`config.mk`:
```
export PLATFORM = sky130hd
export DESIGN_NAME = if_fetch
export DESIGN_NICKNAME = d
export VERILOG_FILES = /design/src/rtl/if_fetch.sv
export SDC_FILE = /design/constraint.sdc
export NUM_CORES = 1
export LEC_CHECK = 0
export BUFFER_PORTS_ARGS = -buffer_cell sky130_fd_sc_hd__buf_4
export CORE_MARGIN = 10
export CORE_UTILIZATION = 59
export DETAILED_ROUTE_END_ITERATION = 6
export PLACE_DENSITY = 0.85
export SETUP_SLACK_MARGIN = 0.4
export SYNTH_ARGS = -nofsm -noshare
export SYNTH_HDL_FRONTEND = slang
export SYNTH_SLANG_ARGS = --single-unit
```
`constraint.sdc`:
```
create_clock -name clk -period 3.2 [get_ports clk]
set_input_delay 0.64 -clock clk [delete_from_list [all_inputs] [get_ports clk]]
set_output_delay 0.64 -clock clk [all_outputs]
set_load 0.1 [all_outputs]
```
`src/rtl/if_fetch.sv`:
```
// Instruction-fetch stage: owns the PC, issues one instruction-memory read at a
// time and presents if_pc/if_inst/if_valid to the IF/ID register.
module if_fetch #(
   parameter logic [31:0] RESET_PC = 32'h00000000
) (
   input  logic        clk,
   input  logic        rst,
   input  logic        stall,
   input  logic        jump_en,
   input  logic [31:0] jump_addr,
   output logic        imem_req,
   output logic [31:0] imem_addr,
   input  logic        imem_rvalid,
   input  logic [31:0] imem_rdata,
   output logic [31:0] if_pc,
   output logic [31:0] if_inst,
   output logic        if_valid,
   output logic [2:0]  fsm_state
);

   // Memory handshake: imem_req is a one-cycle strobe with imem_addr; exactly one
   // imem_rvalid pulse answers it one or more cycles later, with no backpressure.
   localparam logic [2:0] S_IDLE  = 3'd0;
   localparam logic [2:0] S_ISSUE = 3'd1;
   localparam logic [2:0] S_WAIT  = 3'd2;
   localparam logic [2:0] S_HOLD  = 3'd3;
   localparam logic [2:0] S_DRAIN = 3'd4;

   logic [2:0]  state;
   logic [2:0]  state_nxt;
   logic [31:0] fetch_pc;
   logic [31:0] fetch_nxt;
   logic [31:0] hold_pc;
   logic [31:0] hold_inst;
   logic [31:0] jump_target;
   logic [31:0] dlv_pc;
   logic [31:0] dlv_inst;
   logic        deliver;
   logic        bubble;
   logic        hold_load;

   assign jump_target = {jump_addr[31:2], 2'b00};
   assign fsm_state   = state;

   always_comb begin
      state_nxt = state;
      fetch_nxt = fetch_pc;
      dlv_pc    = fetch_pc;
      dlv_inst  = imem_rdata;
      deliver   = 1'b0;
      bubble    = 1'b0;
      hold_load = 1'b0;
      if (jump_en) begin
         fetch_nxt = jump_target;
         // A request still in flight must be drained before the target is fetched.
         case (state)
            S_ISSUE: state_nxt = S_DRAIN;
            S_WAIT:  state_nxt = imem_rvalid ? S_ISSUE : S_DRAIN;
            S_DRAIN: state_nxt = imem_rvalid ? S_ISSUE : S_DRAIN;
            default: state_nxt = S_ISSUE;
         endcase
         // A redirect while draining and stalled leaves the outputs alone.
         bubble = (state != S_DRAIN) || !stall;
      end else begin
         case (state)
            S_IDLE: begin
               state_nxt = S_ISSUE;
               bubble    = !stall;
            end
            S_ISSUE: begin
               state_nxt = S_WAIT;
               bubble    = !stall;
            end
            S_WAIT: begin
               if (imem_rvalid) begin
                  fetch_nxt = fetch_pc + 32'd4;
                  if (!stall) begin
                     deliver   = 1'b1;
                     state_nxt = S_ISSUE;
                  end else begin
                     hold_load = 1'b1;
                     state_nxt = S_HOLD;
                  end
               end else begin
                  bubble = !stall;
               end
            end
            S_HOLD: begin
               if (!stall) begin
                  deliver   = 1'b1;
                  dlv_pc    = hold_pc;
                  dlv_inst  = hold_inst;
                  state_nxt = S_ISSUE;
               end
            end
            S_DRAIN: begin
               if (imem_rvalid) state_nxt = S_ISSUE;
               bubble = !stall;
            end
            default: begin
               state_nxt = S_IDLE;
               bubble    = !stall;
            end
         endcase
      end
   end

   always_ff @(posedge clk) begin
      if (!rst) begin
         state     <= S_IDLE;
         fetch_pc  <= RESET_PC;
         hold_pc   <= RESET_PC;
         hold_inst <= 32'h00000000;
         if_pc     <= RESET_PC;
         if_inst   <= 32'h00000000;
         if_valid  <= 1'b0;
         imem_req  <= 1'b0;
         imem_addr <= RESET_PC;
      end else begin
         state    <= state_nxt;
         fetch_pc <= fetch_nxt;
         if (hold_load) begin
            hold_pc   <= fetch_pc;
            hold_inst <= imem_rdata;
         end
         if (deliver) begin
            if_pc    <= dlv_pc;
            if_inst  <= dlv_inst;
            if_valid <= 1'b1;
         end else if (bubble) begin
            if_inst  <= 32'h00000000;
            if_valid <= 1'b0;
         end
         // The strobe is registered so it lines up with the ISSUE state.
         imem_req <= (state_nxt == S_ISSUE);
         if (state_nxt == S_ISSUE) imem_addr <= fetch_nxt;
      end
   end

endmodule

```
==> impl_metrics.tcl, run 1 <==
set metrics [dict create \
    grt_max_degree 65 \
    path_class "reg -> reg" \
    tns_ns 0 \
    hold_viol_final 0 \
    cts_tree "done" \
    async_flop_share_pct 0 \
    dieArea_sq_um 18710 \
    yosysUniqueCellTypes 54 \
    post-route-drc-count 0 \
    place_area_sq_um 9414 \
    diodes 0 \
    via_per_inst 6.085 \
    drtIter0Drc 672 \
    synth_compound_area_share_pct 23.35 \
    num_io_pins 170 \
    final_common_cell "nand2_1" \
    synth_fa_ha_area_share_pct 0.1555 \
    cp.arrival_ns 2.81 \
    io_buffer_count 167 \
    period_minus_slack_ns 2.482 \
    via_count 7825 \
    final.period_utilization_pct 77.56 \
    hpwlAfterDp_um 15550 \
    end_kind "flip-flop" \
    synth-simple-area-share_pct 21.21 \
    overflow 0 \
    core_area_sq_um 13300 \
    routed-wl-met3_um 1946 \
    path_clk_slew_ns 0.07 \
    synth_top_family_by_area "compound AO/OA/AOI/OAI gates" \
    avgRoutedWirePerCell_um 18.45 \
    synthCells 974 \
    htree_levels 4 \
    synth.cell_area_sq_um 8048 \
    worst_slew_pin_slew_ns 0.8679 \
    mostFrequentLayoutCells "nand2_1 (224), dfxtp_1 (197), buf_4 (185)" \
    leakage_nw 3.748 \
    cts_setup_buffers 0 \
    synth.avg_cell_area_sq_um 8.263 \
    top_layer "met4" \
    status "finished, final reports clean" \
    synthXorXnorAreaFrac_pct 1.197 \
    dr_wl_met2_um 11530 \
    ctsHoldBuffers 0 \
    grt_pass1_wl_um 37430 \
    synth_edf_count 0 \
    slew_violations 0 \
    cts_sinks 197 \
    grt_pass1_vias 7356 \
    gp_congestion 0.8981 \
    slowest_stage "or4_4" \
    cts_buffer_depth 2 \
    fill_cells 995 \
    critPathLaunchType "flip-flop" \
    area_growth_pct 24.19 \
    wirelength_um 23730 \
    setup_viol_count_final 0 \
    stdcell_area_sq_um 9995 \
    fmax_mhz 402.9 \
    numCtsBuffers 17 \
    die_y_um 136.8 \
    fin_nets 1167 \
    antenna_left 0 \
    path_cells "ha_1 -> nand3_1 -> or4_4 -> o31a_1 -> o311a_1 -> a21o_1" \
    cts_resized 0 \
    drv_cap 0 \
    row_count 42 \
    cts_root_buf "clkbuf_16" \
    insertion_delay_ns 0.44 \
    drt-met1-wl_um 9525 \
    skew_ns 0.009381 \
    yosys_warnings 0 \
    synth_nets 1044 \
    powerDensity_nw_per_um2 561.9 \
    seq_area_frac_synth_pct 49.00 \
    ys_seq_elements 197 \
    start_util_pct 60.53 \
    vdd_ir_drop_max_mv 0.4501 \
    hp-class "reg -> reg" \
    cp_max_fo 6 \
    dieWidth_um 136.8 \
    dr.pass1.iters 5 \
    worstPathRequired_ns 3.53 \
    cpPeakStageDelay_ns 0.59 \
    synthFlopType "dfxtp_1" \
    grt_util_all_layers_pct 24.62 \
    antenna_found_initial 0 \
    drive_gt1_share_pct 21.26 \
    synthMuxAreaShare_pct 0.6219 \
    relSlewSlack_pct 42.14 \
    rsz0062_at_grt "no" \
]
## per-layer routing
layer	track usage, %	up-vias
li1	-	3740
met1	30.14	3666
met2	39.87	370
met3	7.111	49
met4	10.07	0
met5	0	-
## logic make-up (layout without fill, tap and decap cells)
logic type      count (synthesis)  count (layout)
fa+ha+maj                       1               1
flops                         197             197
xor+xnor                       11              11
mux                             5               5
compound gates                293             293
buf+inv                        92             228
simple gates                  375             375
## area by class of cell
| type | count | area (sq um) | share of cell area [%] |
|---|---|---|---|
| well taps | 176 | 220.2 | 2.203 |
| clock inverters | 14 | 151.4 | 1.515 |
| flip-flops and latches | 197 | 3944 | 39.46 |
| repair buffers | 188 | 1449 | 14.50 |
| clock buffers | 18 | 429.2 | 4.294 |
| multi-input cells | 685 | 3769 | 37.71 |
| inverters | 8 | 32.53 | 0.3255 |
## worst paths after layout
| path | start | to | slack (ns) | depth (start not counted) |
|---|---|---|---|---|
| hold / removal | if_pc[26] | if_pc[26] | 0.45 | 2 |
| setup / recovery | fetch_pc[2] | imem_addr[24] | 0.72 | 6 |
| setup reg to reg | fetch_pc[2] | imem_addr[24] | 0.72 | 6 |
| hold reg to reg | if_pc[26] | if_pc[26] | 0.45 | 2 |
## synthesized netlist by cell type (all sizes together) (5+ instances only)
cell	n	area (sq um)
inv	8	30.03
nand3	22	110.1
a31oi	5	31.28
mux2i	5	50.05
clkbuf	62	232.7
dfxtp	197	3944
nand2b	13	81.33
o31ai	9	67.56
and2	5	31.28
xor2	8	70.07
and3	14	87.58
nand2	224	840.8
buf	22	96.34
o221ai	64	560.5
nor4	11	68.82
nand4	14	93.84
nor2	31	116.4
o211a	6	60.06
a21oi	150	750.7
o211ai	8	60.06
o21ai	26	130.1
or3	7	48.80
nor3	20	110.1
## power breakdown
part           switching (mW)  leakage (nW)  internal, mW
clock network           0.949         0.281          1.16
registers              0.0901          1.60          2.53
logic                   0.661          1.87         0.223
## critical path, delay by kind of cell (launching register included)
kind	cells	cell delay, ns
AOI/OAI and AO/OA	3	0.78
adders and majority gates	1	0.29
DFF	1	0.49
and+or+nand+nor	2	0.82
## flip-flops by register name (all words and copies together) (netlist names)
| register | flops |
|---|---|
| if_valid | 1 |
| imem_addr | 32 |
| fetch_pc | 32 |
| imem_req | 1 |
| hold_inst | 32 |
| hold_pc | 32 |
| if_inst | 32 |
| fsm_state | 3 |
| if_pc | 32 |
## metrics by stage
| step | std cells | utilization, % | worst slack, ns | power, mW | hold slack [ns] |
|---|---|---|---|---|---|
| 3_5_place_dp | 1254 | 70.81 | 0.7653 | 3.556 | 0.4444 |
| 6_report | 1286 | 75.17 | 0.7182 | 5.616 | 0.4506 |
| 5_1_grt | 1286 | 75.17 | 0.6072 | 5.789 | 0.4501 |
| 4_1_cts | 1286 | 75.17 | 0.7493 | 5.626 | 0.4455 |
| 3_3_place_gp | 1254 | 70.81 | 0.7792 | 3.544 | 0.4387 |
| 2_1_floorplan | 974 | - | 0.5736 | 3.289 | 0.4364 |
Note: power is estimated with default switching activity, not from simulation.
==> inputs of run 2 (changes only) <==
Settings changed: CORE_UTILIZATION 59 to 54, PLACE_DENSITY 0.85 to 0.79.
Clock period 3.2 ns to 2.3 ns, I/O delays scaled along.
==> impl_metrics.tcl, run 2 (synthesis gave the netlist of run 1 again) <==
set metrics [dict create \
    avgRoutedWirePerCell_um 18.91 \
    hpwlAfterDp_um 15890 \
    relSlewSlack_pct 62.46 \
    io_buffer_count 167 \
    grt_max_degree 65 \
    via_per_inst 6.087 \
    ctsHoldBuffers 0 \
    area_growth_pct 31.56 \
    drive_gt1_share_pct 26.93 \
    cts_root_buf "clkbuf_16" \
    numCtsBuffers 17 \
    drtIter0Drc 980 \
    r2r_slack_ns 0.30 \
    tns_ns 0 \
    num_io_pins 170 \
    dieArea_sq_um 20190 \
    netSwitchingFraction_pct 29.81 \
    insertion_delay_ns 0.44 \
    mostFrequentLayoutCells "nand2_1 (222), buf_4 (196), dfxtp_1 (180)" \
    final.period_utilization_pct 86.85 \
    worstPathRequired_ns 2.63 \
    cp_max_fo 6 \
    vdd_ir_drop_max_mv 0.5610 \
    powerDensity_nw_per_um2 760.0 \
    dpl.cell_count 1272 \
    cts_sinks 197 \
    finalPower_mw 8.047 \
    dr.pass1.iters 5 \
    critPathLaunchType "flip-flop" \
    gp_congestion 0.9307 \
    path_class "reg -> reg" \
    via_count 7992 \
    clockPowerShare_pct 38.2 \
    p_comb_share_pct 16.4 \
    die_y_um 142.1 \
    p_int_mw 5.648 \
    fmax_mhz 500.6 \
    period_minus_slack_ns 1.998 \
    r2r_start "fetch_pc[2]" \
    dp_slack_ns 0.2155 \
    slew_violations 0 \
    grt_util_all_layers_pct 23.11 \
    leakage_nw 3.994 \
    stdcell_count 1313 \
    path_clk_slew_ns 0.07 \
    worstHoldStart "imem_rdata[27]" \
    row_count 44 \
    core_area_sq_um 14590 \
    startpoint "fetch_pc[2]" \
    seqPwrFrac_pct 45.4 \
    hp-class "in -> reg" \
    final_common_cell "nand2_1" \
    layout_setup_ws_ns 0.3024 \
    grt_pass1_wl_um 38490 \
    antenna_found_initial 0 \
    drv_cap 0 \
    fill_cells 1093 \
    dieWidth_um 142.1 \
    status "finished, final reports clean" \
    hold_viol_final 0 \
    htree_levels 4 \
    skew_ns 0.008634 \
    setup_viol_count_final 0 \
    overflow 0 \
    place_area_sq_um 9679 \
    p_switching_mw 2.399 \
    diodes 0 \
    rsz0062_at_grt "yes" \
    worst_slew_pin_slew_ns 0.5580 \
    grt_pass1_vias 7437 \
    end_kind "flip-flop" \
    whs_ns 0.2790 \
    wirelength_um 24820 \
    cts_tree "done" \
    start_util_pct 55.16 \
    stdcell_area_sq_um 10590 \
    final_util_pct 72.57 \
    antenna_left 0 \
    fin_nets 1186 \
    cp.arrival_ns 2.33 \
    cts_buffer_depth 2 \
    post-route-drc-count 0 \
]
==> run 2: cell count changes in the layout (fill, tap and decap cells not counted), moves of 7 or more <==
cell / before / now
dfxtp_1: 197 / 180
buf_4: 185 / 196
dfxtp_4: 0 / 9
dfxtp_2: 0 / 8
buf_12: 3 / 10
nor4_1: 10 / 3
==> run 2: final timing paths <==
check | endpoint | depth (start not counted)
max | imem_addr[14] | 6
min | hold_inst[27] | 3
max reg2reg | imem_addr[14] | 6
min reg2reg | if_pc[25] | 2
==> run 2: routing by layer <==
layer	vias to the layer above	part of all wire [%]	track usage, %
li1	3778	-	-
met1	3776	42	30.83
met2	383	47	34.95
met3	55	8.1	6.008
met4	0	2.7	8.983
met5	-	0	0
==> run 2: power groups by stage <==
stage          combinational (mW)  sequential (mW)  clock (mW)
2_1_floorplan               0.370             4.23           0
3_3_place_gp                 1.26             3.72           0
3_5_place_dp                 1.26             3.72           0
4_1_cts                      1.28             3.65        3.08
5_1_grt                      1.38             3.67        3.22
6_report                     1.32             3.66        3.07
==> run 2: repair_timing <==
| action | 4_1_cts | 5_1_grt |
|---|---|---|
| setup buffers | 6 | 3 |
| gates resized for setup | 15 | 37 |
| setup endpoints to repair | 24 | 42 |
| pin swaps | 5 | 9 |
==> run 2: cell type report <==
cell class	instances	area, sq um	share of cell area (%)
inverters	8	32.53	0.3073
flip-flops and latches	197	3988	37.66
multi-input cells	685	4043	38.18
repair buffers	207	1683	15.89
clock buffers	23	499.2	4.715
clock inverters	9	112.6	1.064
well taps	184	230.2	2.174
==> run 2: critical path, stage by stage, from the launching register on <==
cell     delay (ns)
dfxtp_4        0.37
ha_4           0.15
nand3_4        0.10
or3_1          0.43
o21ai_0        0.46
a31oi_4        0.19
a21o_1         0.19
==> inputs of run 3 (changes only) <==
Settings changed: CELL_PAD_IN_SITES_DETAIL_PLACEMENT set to 2, CELL_PAD_IN_SITES_GLOBAL_PLACEMENT set to 2, CORE_UTILIZATION 54 to 32, PLACE_DENSITY 0.79 to 0.8.
==> impl_metrics.tcl, run 3 (synthesis gave the netlist of run 1 again) <==
set metrics [dict create \
    status "finished, final reports clean" \
    path_cells "buf_6 -> nand4_1 -> or3_4 -> buf_6 -> o211ai_1 -> nand4_1 -> o211a_1" \
    mostFrequentLayoutCells "nand2_1 (222), buf_4 (217), dfxtp_1 (177)" \
    period_minus_slack_ns 2.166 \
    skew_ns 0.01884 \
    worstHoldStart "imem_rdata[23]" \
    cpPeakStageDelay_ns 0.49 \
    gp_congestion 0.8431 \
    routed-wl-met3_um 2070 \
    cp_max_fo 7 \
    multi_input_comb_area_sq_um 4059 \
    top_layer "met4" \
    drt-met1-wl_um 15100 \
    post-route-drc-count 0 \
    numCtsBuffers 17 \
    cts_tree "done" \
    whs_ns 0.2627 \
    dr_wl_met2_um 17380 \
    via_count 8489 \
    cts_root_buf "clkbuf_16" \
    startpoint "fetch_pc[14]" \
    grt_pass1_wl_um 49540 \
    relSlewSlack_pct 56.80 \
    final_common_cell "nand2_1" \
    whs_path_depth 3 \
    antenna_found_initial 0 \
    ctsHoldBuffers 0 \
    r2r_start "fetch_pc[14]" \
    end_kind "flip-flop" \
    overflow 0 \
    htree_levels 4 \
    antenna_left 0 \
    fmax_mhz 461.8 \
    core_area_sq_um 24530 \
    avgRoutedWirePerCell_um 23.97 \
    critPathLaunchType "flip-flop" \
    cts_sinks 197 \
    hpwlAfterDp_um 20720 \
    die_y_um 178.6 \
    cp.arrival_ns 2.51 \
    area_growth_pct 37.16 \
    drtIter0Drc 684 \
    grt_pass1_vias 8580 \
    setup_viol_count_final 0 \
    io_buffer_count 167 \
    row_count 57 \
    worst_slew_pin_slew_ns 0.6480 \
    seqCellArea_sq_um 4001 \
    hp-class "in -> reg" \
    slowest_stage "or3_4" \
    powerDensity_nw_per_um2 743.4 \
    cts_buffer_depth 2 \
    dr.pass1.iters 5 \
    worstRegToRegCells 7 \
    insertion_delay_ns 0.46 \
    path_class "reg -> reg" \
    wirelength_um 35550 \
    path_clk_slew_ns 0.08 \
    vdd_ir_drop_max_mv 0.3773 \
    worstPathRequired_ns 2.65 \
    num_io_pins 170 \
    fin_nets 1216 \
    grt_util_all_layers_pct 19.41 \
    start_util_pct 32.80 \
    fill_cells 2681 \
    rsz0062_at_grt "yes" \
    via_per_inst 5.724 \
    final.period_utilization_pct 94.15 \
    hold_viol_final 0 \
    grt_max_degree 65 \
    slew_violations 0 \
    dieWidth_um 178.6 \
    leakage_nw 4.174 \
    drive_gt1_share_pct 29.77 \
    tns_ns 0 \
    dieArea_sq_um 31890 \
    min_to "hold_inst[23]" \
    diodes 0 \
    drv_cap 0 \
    r2r_slack_ns 0.13 \
    r2r_end "imem_addr[31]" \
]
-- run 3: changes by cell type in the layout (fill, tap and decap cells not counted), moves of 3 or more --
cell,change
buf_4,+21
buf_6,+8
dfxtp_1,-3
dfxtp_4,+4
inv_8,+4
nor3_2,+3
nor4_4,+3
-- run 3: layer usage --
| layer | GRT usage [%] | vias up |
|---|---|---|
| met4 | 5.098 | 0 |
| li1 | - | 3837 |
| met1 | 25.53 | 4259 |
| met3 | 3.002 | 65 |
| met5 | 0 | - |
| met2 | 32.40 | 328 |
-- run 3: critical path: cells and delay by family, from the launching register on --
| family | cells | cell delay, ns |
|---|---|---|
| simple gates | 3 | 0.91 |
| compound gates | 2 | 0.48 |
| flops | 1 | 0.38 |
| buf+inv | 2 | 0.30 |
-- run 3: cell type report --
class	count	area share [%]
clock buffers	19	4.103
clock inverters	13	1.190
inverters	8	0.2947
multi-input cells	685	36.77
flip-flops and latches	197	36.25
well taps	324	3.673
repair buffers	237	17.72
-- run 3: how the worst max path moves through the flow --
stage          slack (ns)  cells after the start            end
6_report             0.13                      7  imem_addr[31]
2_1_floorplan        0.34                      7  imem_addr[19]
5_1_grt              0.08                      7  imem_addr[31]
4_1_cts              0.30                      6  imem_addr[24]
3_5_place_dp         0.11                      6   fetch_pc[22]
3_3_place_gp         0.19                      7  imem_addr[13]
-- run 3: per-stage QoR --
step	power (mW)	instances	area, sq um	setup WS (ns)	utilization (%)
final	8.206	1483	11040	0.1345	44.99
after global routing	8.489	1483	11040	0.08103	44.99
after CTS	8.104	1459	10660	0.3016	43.44
after detailed placement	5.063	1420	9915	0.1134	40.41
after global placement	5.039	1420	9915	0.1949	40.41
after floorplan	4.596	974	8179	0.3446	-
-- run 3: where the power goes --
part,internal (mW),total (mW),switching (mW)
clock network,1.51,3.07,1.56
logic,0.410,1.48,1.07
registers,3.52,3.66,0.135
-- run 3: repair_timing --
| action | CTS | global route |
|---|---|---|
| pin swaps | 15 | 19 |
| gates resized for setup | 28 | 45 |
| setup endpoints to repair | 36 | 53 |
| setup buffers | 7 | 23 |
| cloned | 0 | 1 |
